$ cat config.mk
export PLATFORM = sky130hd
export DESIGN_NAME = const_loader
export DESIGN_NICKNAME = d
export VERILOG_FILES = /design/src/rtl/const_loader.sv
export SDC_FILE = /design/constraint.sdc
export NUM_CORES = 1
export LEC_CHECK = 0
export CAP_MARGIN = 25
export CELL_PAD_IN_SITES_DETAIL_PLACEMENT = 0
export CELL_PAD_IN_SITES_GLOBAL_PLACEMENT = 1
export CORE_ASPECT_RATIO = 2
export CORE_MARGIN = 2
export CORE_UTILIZATION = 30
export CTS_BUF_LIST = sky130_fd_sc_hd__clkbuf_16
export DETAILED_ROUTE_END_ITERATION = 10
export GPL_ROUTABILITY_DRIVEN = 0
export MAX_ROUTING_LAYER = met4
export PLACE_DENSITY_LB_ADDON = 0.3
export SLEW_MARGIN = 20
export SYNTH_ARGS = -nofsm -noshare
export SYNTH_HDL_FRONTEND = slang
export SYNTH_SLANG_ARGS = --single-unit
$ cat constraint.sdc
create_clock -name clk -period 2.07 [get_ports clk]
set_input_delay 0.621 -clock clk [delete_from_list [all_inputs] [get_ports clk]]
set_output_delay 0.621 -clock clk [all_outputs]
set_load 0.02 [all_outputs]
$ cat src/rtl/const_loader.sv
// Constant ROM requester: fetches masked ROM constants LSB first and
// writes each valid one into consecutive operand RAM words.
module const_loader #(
  parameter int WIDTH  = 198,
  parameter int ADDR_W = 6
) (
  input  logic              clk,
  input  logic              reset,
  input  logic              start,
  input  logic [5:0]        mask,
  input  logic [ADDR_W-1:0] base,
  output logic [5:0]        const_addr,
  input  logic [WIDTH-1:0]  const_out,
  input  logic              const_effective,
  output logic              ram_we,
  output logic [ADDR_W-1:0] ram_addr,
  output logic [WIDTH-1:0]  ram_data,
  output logic              busy,
  output logic              done,
  output logic              err
);

  typedef enum logic [1:0] {
    IDLE = 2'd0,
    WAIT = 2'd1,
    CAPT = 2'd2
  } state_t;

  state_t              state_q;
  logic [5:0]          pend_q;
  logic [ADDR_W-1:0]   idx_q;
  logic [ADDR_W-1:0]   base_q;
  logic [5:0]          caddr_q;
  logic                we_q;
  logic [ADDR_W-1:0]   waddr_q;
  logic [WIDTH-1:0]    wdata_q;
  logic                busy_q;
  logic                done_q;
  logic                err_q;

  logic [5:0]          src_d;
  logic [5:0]          pick_d;
  logic [5:0]          pend_d;

  // Lowest set bit of the fresh mask (IDLE) or of the pending set.
  always_comb begin
    src_d  = (state_q == IDLE) ? mask : pend_q;
    pick_d = src_d & (~src_d + 6'd1);
    pend_d = src_d & ~pick_d;
  end

  // Load sequencer: one-hot ROM request, one wait cycle, then capture.
  always_ff @(posedge clk or negedge reset) begin
    if (!reset) begin
      state_q <= IDLE;
      pend_q  <= '0;
      idx_q   <= '0;
      base_q  <= '0;
      caddr_q <= '0;
      we_q    <= 1'b0;
      waddr_q <= '0;
      wdata_q <= '0;
      busy_q  <= 1'b0;
      done_q  <= 1'b0;
      err_q   <= 1'b0;
    end else begin
      we_q   <= 1'b0;
      done_q <= 1'b0;
      unique case (state_q)
        IDLE: begin
          if (start) begin
            err_q <= 1'b0;
            if (mask != 6'd0) begin
              pend_q  <= pend_d;
              caddr_q <= pick_d;
              idx_q   <= '0;
              base_q  <= base;
              busy_q  <= 1'b1;
              state_q <= WAIT;
            end else begin
              done_q <= 1'b1;
            end
          end
        end
        WAIT: begin
          state_q <= CAPT;
        end
        CAPT: begin
          if (const_effective) begin
            we_q    <= 1'b1;
            waddr_q <= base_q + idx_q;
            wdata_q <= const_out;
            idx_q   <= idx_q + 1'b1;
          end else begin
            err_q <= 1'b1;
          end
          if (pend_q != 6'd0) begin
            caddr_q <= pick_d;
            pend_q  <= pend_d;
            state_q <= WAIT;
          end else begin
            caddr_q <= '0;
            busy_q  <= 1'b0;
            done_q  <= 1'b1;
            state_q <= IDLE;
          end
        end
        default: begin
          state_q <= IDLE;
        end
      endcase
    end
  end

  assign const_addr = caddr_q;
  assign ram_we     = we_q;
  assign ram_addr   = waddr_q;
  assign ram_data   = wdata_q;
  assign busy       = busy_q;
  assign done       = done_q;
  assign err        = err_q;

endmodule

==> impl_metrics.ini <==
[status]
status = finished clean

[timing]
finalHoldViolCount = 0
setup_ws_ns = 0.1800
fin_crit_ns = 1.890
fin_crit_sh = 0.9131
tightest_slew_ns = 0.4582
setup_violations = 0
slew_headroom = 0.6946
rsz0062_at_grt = no
fmax_mhz = 529.1
final.setup_skew_ns = 0.01305
report.final.slew_viol_count = 0

[worst_setup_path]
start_kind = register
crit_path_max_fanout = 2
crit_path_top_delay_cell = dlygate4sd2_1
worstPathRequired_ns = 1.45
slowest_delay_ns = 0.42
end_kind = output port
cp.arrival_ns = 1.27
cp_cell_sequence = dlygate4sd2_1
path_class = register to output port
critPathTopFamily = buffers and inverters
cp_num_buf_inv = 1

[synth]
synthTopCellsByArea = dfrtp_1 64%, nand2_1 25%, buf_2 1.6%
synth.distinct_cells = 45
ys_ff_latch = 233
synth.largest_area_cell = dfrtp_1
synth_nets = 1216
synth-seq-area-share = 0.6372
syn_area_um2 = 9150
yosys_warnings = 0
synth_ff_type = dfrtp_1
synth_top_area_frac = 0.6372
async_reset_ff_frac = 1.000
synth_cells = 995
synth_edf_count = 0
synth_area_per_cell_um2 = 9.196

[floorplanning]
die_h_um = 251.0
io_pins = 428
initial_core_util = 0.3043
die_x_um = 127.5
placeableCoreArea_um2 = 30070
rows = 90
fp.dieArea_um2 = 32000

[route]
dr_wl_met2_um = 17470
drtIter0Drc = 298
wl_met3_um = 1909
via_per_inst = 4.441
routed-via-count = 8167
wl_met1_um = 11470
top_layer = met4
routed_wl_um = 31730
drcViolationCount = 0
dr.pass1.iters = 4
antenna_left = 0
wl_per_cell_um = 17.25

[placed_design]
io_buffers = 427
dp_hpwl_um = 24380
postPlaceCellArea_um2 = 14310
place_ws_ns = -0.2894
place_inst = 1799

[final_layout]
layout_commonest_cell = nand2_1
nFillCells = 2941
fin_util = 0.4902
drive_gt1_frac = 0.07143
stdcell_count = 1839
fin_nets = 1677
final_cell_mix = 616 x nand2_1, 233 x dfrtp_1, 214 x dlygate4sd2_1, 212 x clkdlybuf4s50_1, 40 x buf_4
syn_to_final_growth_pct = 61.08
design_area_um2 = 14740

[clock_tree]
postCtsHoldBufs = 0
numCtsBuffers = 23
cts_tree = done
clk-insertion-delay-late_ns = 0.52
cts-root-buf = clkbuf_16
clk_path_buf_depth = 3
path_clk_slew_ns = 0.06
clock-sinks = 233
htree_levels = 1

[power_and_ir_drop]
max-vdd-ir-drop_mv = 0.8063
powerDensity_nw_per_um2 = 1430
power.leakage_nw = 7.877

[grt]
grt_pass1_vias = 8289
grt_pass1_wl_um = 48300
grt-ovfl-total = 0
grt_max_degree = 50
grt.total_usage = 0.2013
antenna_found_initial = 1

[job]
drv_cap = 0

[min_path]
hp-class = input pin to asynchronous set/reset pin
[through the flow]
stage,power [W],setup TNS [ns],hold slack [ns]
floorplan,0.01277,0,0.3254
global route,0.02250,0,0.02917
CTS,0.02147,0,0.02535
finish,0.02107,0,0.02821
global placement,0.01851,-3.512,0.4562
detailed placement,0.01869,-3.974,0.4607
[where the power goes]
part,internal (W),total [W],leakage [nW],switching [W]
combinational,0.00371,0.00945,4.58,0.00574
sequential,0.00657,0.00759,2.93,0.00102
clock,0.00226,0.00402,0.367,0.00177
total,0.0125,0.0211,7.88,0.00853
[synth_stat cells (2+ instances only)]
cell and count:
a21oi_1 7, dfrtp_1 233, nand2_1 616, buf_6 3
xor2_1 4, ha_1 6, mux2_2 6, xnor2_1 4
mux2i_1 3, nor2_1 10, o41ai_1 2, buf_1 2
clkbuf_1 14, a211oi_1 3, buf_2 29, a21o_1 2
o21ai_0 10, a32o_1 4, inv_1 4, o31ai_1 3
nand3b_1 2, nand2b_1 2, o21bai_1 2, nand4_1 3
[path summary, 6_finish.rpt]
check                              from           end  slack, ns  cells past startpoint
setup / recovery           ram_data[56]  ram_data[56]       0.18                      1
hold / removal                    reset   ram_data[4]       0.03                      1
setup reg to reg               idx_q[0]   ram_addr[4]       0.22                      6
hold reg to reg            ram_data[57]  ram_data[57]       0.47                      2
max in group asynchronous         reset      idx_q[3]       1.43                      2
min in group clk           ram_data[57]  ram_data[57]       0.47                      2
[layout make-up]
cell class / count / area [µm²] / area share
multi-input cells: 708 / 3054 / 0.2072
inverters: 5 / 23.77 / 0.001613
well taps: 368 / 460.4 / 0.03124
flip-flops and latches: 233 / 5831 / 0.3956
repair buffers: 485 / 4672 / 0.3170
diodes: 1 / 2.502 / 0.0001698
clock inverters: 16 / 120.1 / 0.008149
clock buffers: 23 / 575.6 / 0.03905
[per-layer routing]
metal  track usage  up-vias
li1              -     3993
met1        0.2165     3859
met2        0.3693      267
met3       0.03618       48
met4       0.06499        0
met5             -        -
[registers in the layout (all words and copies together) (netlist names), 2 cells and up]
name and flops:
base_q 6, const_addr 6, idx_q 6, pend_q 5, ram_addr 6, ram_data 198, state_q 2
[kinds of logic (layout without fill, tap and decap cells)]
| group | Yosys count | count (layout) | share of synthesized area |
|---|---|---|---|
| and+or+nand+nor | 642 | 642 | 0.2708 |
| DFF | 233 | 233 | 0.6372 |
| buffers and inverters | 54 | 529 | 0.02899 |
| AOI/OAI and AO/OA | 42 | 42 | 0.03432 |
| muxes | 9 | 9 | 0.01067 |
| xor gates and xnor gates | 8 | 8 | 0.007657 |
| adders and majority gates | 7 | 7 | 0.01039 |
| other | 0 | 1 | 0 |
[timing repair]
action,in CTS,in global routing
setup endpoints to repair,214,0
gates resized for setup,214,0
setup buffers,0,0
No activity file was read; power rests on OpenSTA's default activity.
